File: src/rtl/inst_cache_pkg.sv
// Shared types and address-field helpers for the direct-mapped instruction cache.
// Field widths are derived from the line count so every file agrees on the address split.
package inst_cache_pkg;

    localparam int WORD_W = 32;
    localparam int ADDR_W = 32;
    localparam int OFFSET_BITS = 3;  // two 32-bit words per line

    typedef enum logic [1:0] {
        IDLE,
        FILL0,
        FILL1
    } state_t;

    function automatic int idx_width(input int lines);
        return $clog2(lines);
    endfunction

    function automatic int tag_width(input int lines);
        return ADDR_W - OFFSET_BITS - $clog2(lines);
    endfunction

endpackage

File: src/rtl/inst_cache_array.sv
// Tag/data storage for the instruction cache: one combinational read port,
// one whole-line write port, and a valid vector with a single-cycle clear-all.
module inst_cache_array
    import inst_cache_pkg::*;
#(
    parameter int LINES = 32,
    localparam int IDX_W = idx_width(LINES),
    localparam int TAG_W = tag_width(LINES)
) (
    input  logic              clk,
    input  logic              rst,
    input  logic [IDX_W-1:0]  rd_idx,
    output logic              rd_valid,
    output logic [TAG_W-1:0]  rd_tag,
    output logic [WORD_W-1:0] rd_data0,
    output logic [WORD_W-1:0] rd_data1,
    input  logic              wr_en,
    input  logic [IDX_W-1:0]  wr_idx,
    input  logic [TAG_W-1:0]  wr_tag,
    input  logic [WORD_W-1:0] wr_data0,
    input  logic [WORD_W-1:0] wr_data1,
    input  logic              clear_all
);

    logic [TAG_W-1:0]  tag_mem   [LINES];
    logic [WORD_W-1:0] data0_mem [LINES];
    logic [WORD_W-1:0] data1_mem [LINES];
    logic [LINES-1:0]  valid_bits;

    // NOTE: tag/data arrays are deliberately left out of reset; only the valid
    // bits need a known value, and that keeps the arrays mappable to plain RAM.
    always_ff @(posedge clk) begin
        if (wr_en) begin
            tag_mem[wr_idx]   <= wr_tag;
            data0_mem[wr_idx] <= wr_data0;
            data1_mem[wr_idx] <= wr_data1;
        end
    end

    // Clear-all wins over a same-edge line write so a pending flush also drops the new line.
    always_ff @(posedge clk or posedge rst) begin
        if (rst) begin
            valid_bits <= '0;
        end else if (clear_all) begin
            valid_bits <= '0;
        end else if (wr_en) begin
            valid_bits[wr_idx] <= 1'b1;
        end
    end

    assign rd_valid = valid_bits[rd_idx];
    assign rd_tag   = tag_mem[rd_idx];
    assign rd_data0 = data0_mem[rd_idx];
    assign rd_data1 = data1_mem[rd_idx];

endmodule

File: src/rtl/inst_cache.sv
// Direct-mapped read-only instruction cache: zero-latency hits, and a two-beat
// req/ack refill from instruction memory that freezes the fetch stage on a miss.
module inst_cache
    import inst_cache_pkg::*;
#(
    parameter int LINES = 32
) (
    input  logic              clk,
    input  logic              rst,
    input  logic [ADDR_W-1:0] pc,
    input  logic              pc_valid,
    input  logic              flush,
    output logic [WORD_W-1:0] inst,
    output logic              cache_freeze,
    output logic              mem_req,
    output logic [ADDR_W-1:0] mem_addr,
    input  logic              mem_ack,
    input  logic [WORD_W-1:0] mem_rdata
);

    localparam int IDX_W  = idx_width(LINES);
    localparam int TAG_W  = tag_width(LINES);
    localparam int LINE_W = TAG_W + IDX_W;

    logic              offset;
    logic [IDX_W-1:0]  idx;
    logic [TAG_W-1:0]  tag;
    logic              unused_pc_bits;

    assign offset         = pc[2];
    assign idx            = pc[2+IDX_W:3];
    assign tag            = pc[ADDR_W-1:3+IDX_W];
    assign unused_pc_bits = ^pc[1:0];

    state_t            state, state_n;
    logic              mem_req_n;
    logic [ADDR_W-1:0] mem_addr_n;
    logic [LINE_W-1:0] miss_line, miss_line_n;
    logic [WORD_W-1:0] fill_buf, fill_buf_n;
    logic              flush_pend, flush_pend_n;

    logic              rd_valid;
    logic [TAG_W-1:0]  rd_tag;
    logic [WORD_W-1:0] rd_data0, rd_data1;
    logic              wr_en;
    logic              clear_all;
    logic              hit, miss;

    inst_cache_array #(
        .LINES (LINES)
    ) u_array (
        .clk       (clk),
        .rst       (rst),
        .rd_idx    (idx),
        .rd_valid  (rd_valid),
        .rd_tag    (rd_tag),
        .rd_data0  (rd_data0),
        .rd_data1  (rd_data1),
        .wr_en     (wr_en),
        .wr_idx    (miss_line[IDX_W-1:0]),
        .wr_tag    (miss_line[LINE_W-1:IDX_W]),
        .wr_data0  (fill_buf),
        .wr_data1  (mem_rdata),
        .clear_all (clear_all)
    );

    assign hit          = pc_valid & rd_valid & (rd_tag == tag);
    assign miss         = pc_valid & ~hit;
    assign inst         = offset ? rd_data1 : rd_data0;
    assign cache_freeze = (state != IDLE) | ((state == IDLE) & miss);

    // NOTE: state registers use non-blocking assignments only, so every flop
    // samples the pre-edge values no matter how the blocks are ordered.
    always_ff @(posedge clk or posedge rst) begin
        if (rst) begin
            state      <= IDLE;
            mem_req    <= 1'b0;
            mem_addr   <= '0;
            miss_line  <= '0;
            fill_buf   <= '0;
            flush_pend <= 1'b0;
        end else begin
            state      <= state_n;
            mem_req    <= mem_req_n;
            mem_addr   <= mem_addr_n;
            miss_line  <= miss_line_n;
            fill_buf   <= fill_buf_n;
            flush_pend <= flush_pend_n;
        end
    end

    // NOTE: every output of this block gets a default first so no path can
    // leave one unassigned and infer a latch.
    always_comb begin
        state_n      = state;
        mem_req_n    = mem_req;
        mem_addr_n   = mem_addr;
        miss_line_n  = miss_line;
        fill_buf_n   = fill_buf;
        flush_pend_n = flush_pend;
        wr_en        = 1'b0;
        clear_all    = 1'b0;

        unique case (state)
            IDLE: begin
                clear_all = flush;
                if (miss) begin
                    miss_line_n = {tag, idx};
                    mem_addr_n  = {tag, idx, 3'b000};
                    mem_req_n   = 1'b1;
                    state_n     = FILL0;
                end
            end
            FILL0: begin
                if (flush) flush_pend_n = 1'b1;
                if (mem_ack) begin
                    fill_buf_n = mem_rdata;
                    mem_addr_n = {miss_line, 3'b100};
                    state_n    = FILL1;
                end
            end
            FILL1: begin
                if (flush) flush_pend_n = 1'b1;
                if (mem_ack) begin
                    // A flush seen during the fill invalidates everything, the new line included.
                    wr_en        = 1'b1;
                    clear_all    = flush_pend | flush;
                    flush_pend_n = 1'b0;
                    mem_req_n    = 1'b0;
                    state_n      = IDLE;
                end
            end
            default: begin
                state_n   = IDLE;
                mem_req_n = 1'b0;
            end
        endcase
    end

endmodule

File: config.mk
export PLATFORM = sky130hd
export DESIGN_NAME = inst_cache
export DESIGN_NICKNAME = d
export VERILOG_FILES = /design/src/rtl/inst_cache_pkg.sv /design/src/rtl/inst_cache_array.sv /design/src/rtl/inst_cache.sv
export SDC_FILE = /design/constraint.sdc
export NUM_CORES = 2
export LEC_CHECK = 0
export ABC_AREA = 1
export CAP_MARGIN = 20
export CORE_ASPECT_RATIO = 1.4
export CORE_MARGIN = 2
export CORE_UTILIZATION = 30
export DETAILED_ROUTE_END_ITERATION = 12
export MAX_ROUTING_LAYER = met4
export PLACE_DENSITY = 0.42
export SKIP_CTS_REPAIR_TIMING = 1
export SLEW_MARGIN = 20
export SYNTH_ARGS = -nofsm -noshare
export SYNTH_HDL_FRONTEND = slang
export SYNTH_SLANG_ARGS = --single-unit
File: constraint.sdc
create_clock -name clk -period 10.7 [get_ports clk]
set_clock_uncertainty 0.1 [all_clocks]
set_input_delay 1.07 -clock clk [delete_from_list [all_inputs] [get_ports clk]]
set_output_delay 1.07 -clock clk [all_outputs]
set_load 0.02 [all_outputs]
Word level (Yosys, flattened, before mapping)
Memories as Yosys holds them, arrays and structs flattened. Cells that the tools add are included.

Bitwise operators: 9. $lt $le $gt $ge: 3. Equal/unequal tests: 6. Reductions and logical operators: 11. Multiplexer cells: 26.

Operators with widths (count): two-way mux 32 bit (5); one-hot mux 32 bit (2 select lines) (1); bitwise OR 32 bit (1); equality test 24 bit (1); < comparator 5 x 6 -> 1 bit (second input constant) (2); two-way mux 1 bit (11); AND reduction 3 bit (3); nonzero test 2 bit (4); two-way mux 2 bit (3); inequality test 2 bit (second input constant) (3); one-hot mux 2 bit (3 select lines) (1); binary-select mux 1 bit (select 5 bit) (1); demux 1 bit (select 5 bit) (1); >= comparator 5 x 1 -> 1 bit (second input constant) (1); AND 1 bit (4); one-hot mux 1 bit (2 select lines) (2); AND reduction 2 bit (2); one-hot mux 1 bit (3 select lines) (1); equality test 2 x 1 -> 1 bit (second input constant) (1); equality test 2 bit (second input constant) (1); logical NOT 2 bit (1); inverter 1 bit (2); bitwise OR 1 bit (2); logical AND 1 bit (1).

Output and inout port bits: 66. Bits in writable memories: 2816. Input bits: 69. Register bits: 129. Logic and storage cells: 65. Memories kept: 3.

Memory list: u_array.data0_mem (depth 32, bits a word 32, rd ports 1, clocked after memory_dff 0, wr ports 1, RTL line inst_cache_array.sv:26) `logic [WORD_W-1:0] data0_mem [LINES];`; u_array.data1_mem (depth 32, bits a word 32, rd ports 1, clocked after memory_dff 0, wr ports 1, RTL line inst_cache_array.sv:27) `logic [WORD_W-1:0] data1_mem [LINES];`; u_array.tag_mem (depth 32, bits a word 24, rd ports 1, clocked after memory_dff 0, wr ports 1, RTL line inst_cache_array.sv:25) `logic [TAG_W-1:0] tag_mem [LINES];`.

Depth between registers and ports, before layout
Depth after elaboration: 8. Mapped depth: 24. Mapped depth without buffers: 20.

Modules after synthesis
A second synthesis with hierarchy kept.

Cell total of the unflattened synthesis: 9939. Area total of the unflattened synthesis: 118337.2 µm².

Modules (own cells, without submodules): inst_cache_array (seq. area each 85361.9 µm², instances 1, cells each 9351, area each 113493.8 µm²); inst_cache (seq. area each 2377.3 µm², instances 1, cells each 588, area each 4843.4 µm²).

Worst setup path after synthesis
OpenSTA, ideal clock, no wires.

Path type: input to register. From: input port mem_ack. To: memory u_array.data0_mem[24][0], enable pin. Required time: 10064 ps. Library setup time: 536 ps. Data arrival time: 5151 ps. Buffers on the path: 0. Path slack: 4913 ps. Stages on the path: 4. Path through: nand2_1 > nor3_1 > inv_1 > nor2_1.

Word-level cells in the longest chain between the ends: 4.

Ends and longest elaborated chain: start, declared (RTL line inst_cache.sv:17) `input logic mem_ack,`; two-way mux 1 bit (RTL line inst_cache.sv:124) `if (mem_ack) begin`; two-way mux 1 bit (RTL line inst_cache.sv:104) `unique case (state)`; two-way mux 1 bit (RTL line inst_cache_array.sv:33) `if (wr_en) begin`; two-way mux 1 bit (implied by the code) (RTL line inst_cache_array.sv:35) `data0_mem[wr_idx] <= wr_data0;`; end, declared (RTL line inst_cache_array.sv:26).

No other way between the ends.

Worst setup path in the final report
From: input port pc[3]. To: output port inst[28].

Word-level cells in the longest chain between the ends: 2. Elaborated cells between the ends (all ways): 3. Classes of those cells: 1 x mux; 2 x memory.

Ends and longest elaborated chain: start, declared (RTL line inst_cache.sv:10) `input logic [ADDR_W-1:0] pc,`; memory read (32 x 32 bit), on equally long branches; two-way mux 32 bit * (RTL line inst_cache.sv:69) `assign inst = offset ? rd_data1 : rd_data0;`; end, declared (RTL line inst_cache.sv:13) `output logic [WORD_W-1:0] inst,`.

Every way passes the cells marked *; elsewhere a longest branch is shown, timed or not.

==> results by group <==
Status
  – Status: complete, no violations

Worst hold path
  – Worst Min Path Start: mem_addr[2]
  – Hold path depth: 2
  – Worst hold path type: reg2reg
  – WHS Endpoint: mem_addr[2]

Job
  – Max Cap Viol: 0

Yosys
  – Yosys warns: 0
  – Synth cell types: 32
  – Cells after Synth: 9171
  – Mapped Area: 0.116 mm²
  – Seq/Total Area, Yosys: 75.7%
  – Avg Inst Size Synth: 12.6 µm²
  – Yosys reg bits: 2943

Critical path
  – Startpoint types: primary input
  – Crit-path max FO: 184
  – Slowest cell on crit path: o22ai_1
  – Critical Path End Type: output pin
  – Critical R2R Capture: u_array.data0_mem[28][0]
  – Reg2Reg Depth: 8
  – WS Path Type: in2out
  – Reg-to-reg slack, setup: 5.99 ns
  – CP peak stage delay: 0.92 ns
  – Crit-path cells: buf_8 > buf_12 > buf_12 > o21ai_0 > o22ai_1 > o21ai_0 > o22ai_1 > o21ai_0 > o22ai_1 > clkdlybuf4s50_1
  – Worst R2R Start: state[0]
  – CP arrival: 5.90 ns
  – Worst EP required: 9.53 ns

Route
  – First-pass iteration count of the detailed router: 6
  – Vias per cell: 5.21
  – DRT antenna net count: 0
  – WL met3: 18300 µm
  – Post-Route M1 WL: 177000 µm
  – Met2 wire len: 189000 µm
  – Vias: 75900
  – Iteration-0 DRC Markers: 6674
  – Final WL: 393000 µm
  – DRC violation count after routing: 0
  – Top layer in use: met4
  – Wirelength per Cell: 27.0 µm

STA
  – Setup TNS: 0 ns
  – Setup-failing EPs final: 0
  – Min Tclk post-route: 7.07 ns
  – Hold Violations, Final: 0
  – Worst slew pin tran: 1.18 ns
  – Rel. slew slack: 21.6%
  – Final WS setup: 3.63 ns
  – Max Fclk: 141 MHz
  – Max-slew violations: 0
  – Final period utilization: 66.1%
  – RSZ-0062 raised after global routing: false

Pwr
  – Pwr Density: 208 mW/mm²
  – Maximum vdd drop: 0.119 mV
  – Tot Pwr: 27.6 mW
  – Leak: 43.4 nW

GRT
  – First-pass GRT wire length: 554000 µm
  – Initial antenna violation count: 22
  – Grt ovf: 0
  – Vias in the first global route: 73100
  – Largest net degree at the start of global routing: 185
  – GRT Overall Usage: 20.1%

Die
  – Die span in y: 740 µm
  – Die area: 0.392 mm²
  – Chip width: 529 µm
  – Starting Density: 30.1%
  – I/O Pins: 135
  – Cell row count: 270
  – Placeable Area: 0.385 mm²

Cells and area
  – Layout Nets: 9227
  – Layout cells sized above 1: 7.21%
  – Most common cell after layout, fill and taps aside: edfxtp_1
  – Commonest non-fill, non-tap cells in the layout: edfxtp_1 (2816), nor2_1 (1466), o21ai_0 (1363), nand2_1 (1189), nand3_1 (720)
  – Area Growth Syn to Fin: 14.4%
  – Filler cells: 37500

Clock tree
  – Clock Latency Late Sink: 0.93 ns
  – CTS tree: done
  – H-tree depth: 5
  – CTS buffer count: 314
  – Largest buffer count on any clock path: 4
  – CTS Root Cell: clkbuf_16
  – # clock sinks: 2943
  – Clock edge transition at the registers on the reported setup and hold paths: 0.06 ns

Placement
  – I/O Buffers: 130
  – GPL Wtd Cong: 0.750
  – Dpl ws: 3.71 ns
  – Post-DP HPWL: 185000 µm
worst max-delay path by stage:
stage,from,endpoint,slack (ns)
final,pc[3],inst[28],3.63
after global placement,pc[3],inst[7],3.69
after global routing,pc[3],inst[0],3.46
after CTS,pc[3],inst[7],3.71
after floorplan,mem_ack,u_array.data0_mem[24][0],4.91
after detailed placement,pc[3],inst[7],3.71
worst max-delay path: cells and delay by family:
kind | cells | cell delay (ns)
AO/OA/AOI/OAI | 6 | 1.96
buffers and inverters | 4 | 2.50
synth_stat cells:
cell	instances	share of area [%]
clkinv_1	1	0.0032
buf_6	4	0.039
o21a_1	3	0.019
buf_2	134	0.58
and2_1	1	0.0054
a21oi_1	4	0.017
dfrtp_1	127	2.7
conb_1	1	0.0032
ha_1	3	0.032
o211ai_1	1	0.0065
buf_4	30	0.19
nand4_1	2	0.011
o21ai_0	1363	5.9
inv_2	3	0.0097
o21bai_1	1	0.0065
nor2_1	1498	4.8
o21ai_1	34	0.15
nand2_4	1	0.0097
o211ai_2	1	0.011
a31o_2	1	0.0076
nand3_1	720	3.1
nand2_2	1	0.0054
o22ai_1	626	3.4
nor3_1	12	0.052
edfxtp_1	2816	73
o221ai_1	9	0.068
nand2_1	1190	3.9
clkbuf_1	447	1.4
o32ai_1	34	0.26
buf_1	33	0.11
o31ai_1	2	0.013
inv_1	68	0.22
sequential cells by signal (all words and copies together), names as in the netlist, 2 cells and up:
signal / cells
u_array.data0_mem: 1024
u_array.data1_mem: 1024
u_array.tag_mem: 768
fill_buf: 32
u_array.valid_bits: 32
mem_addr: 30
miss_line: 29
state: 2
power breakdown:
group	switching, mW	internal, mW	leakage [nW]
logic	1.66	0.627	11.6
clock network	4.54	5.90	4.72
registers	0.943	13.9	27.1
logic make-up after synthesis:
kind of cell / share of synthesized area, %
simple gates: 11.9
flops: 75.7
compound gates: 9.81
buf+inv: 2.60
fa+ha+maj: 0.0324
other cells: 0.00323
metrics by stage:
| stage | cell area [µm²] | hold slack, ns | std cells | util, % |
|---|---|---|---|---|
| detailed placement | 123000 | 0.375 | 14000 | 31.9 |
| floorplan | 116000 | 0.361 | 9172 | - |
| CTS | 133000 | 0.387 | 14600 | 34.4 |
| global placement | 123000 | 0.371 | 14000 | 31.9 |
| global route | 133000 | 0.408 | 14600 | 34.4 |
| finish | 133000 | 0.387 | 14600 | 34.4 |
final cells by class:
cell class	count	area, µm²	area share [%]
multi-input cells	5509	25500	19.2
clock buffers	401	8380	6.31
flip-flops and latches	2943	87700	66.1
clock inverters	163	1260	0.953
repair buffers	315	3040	2.29
diodes	9	22.5	0.0170
well taps	5168	6470	4.87
inverters	72	314	0.237
routing by layer:
layer / up-vias / global-route usage, %
met4: 0 / 4.56
met3: 468 / 2.16
li1: 33600 / -
met5: - / -
met1: 39600 / 27.2
met2: 2194 / 32.5
No activity file was read; power rests on OpenSTA's default activity.
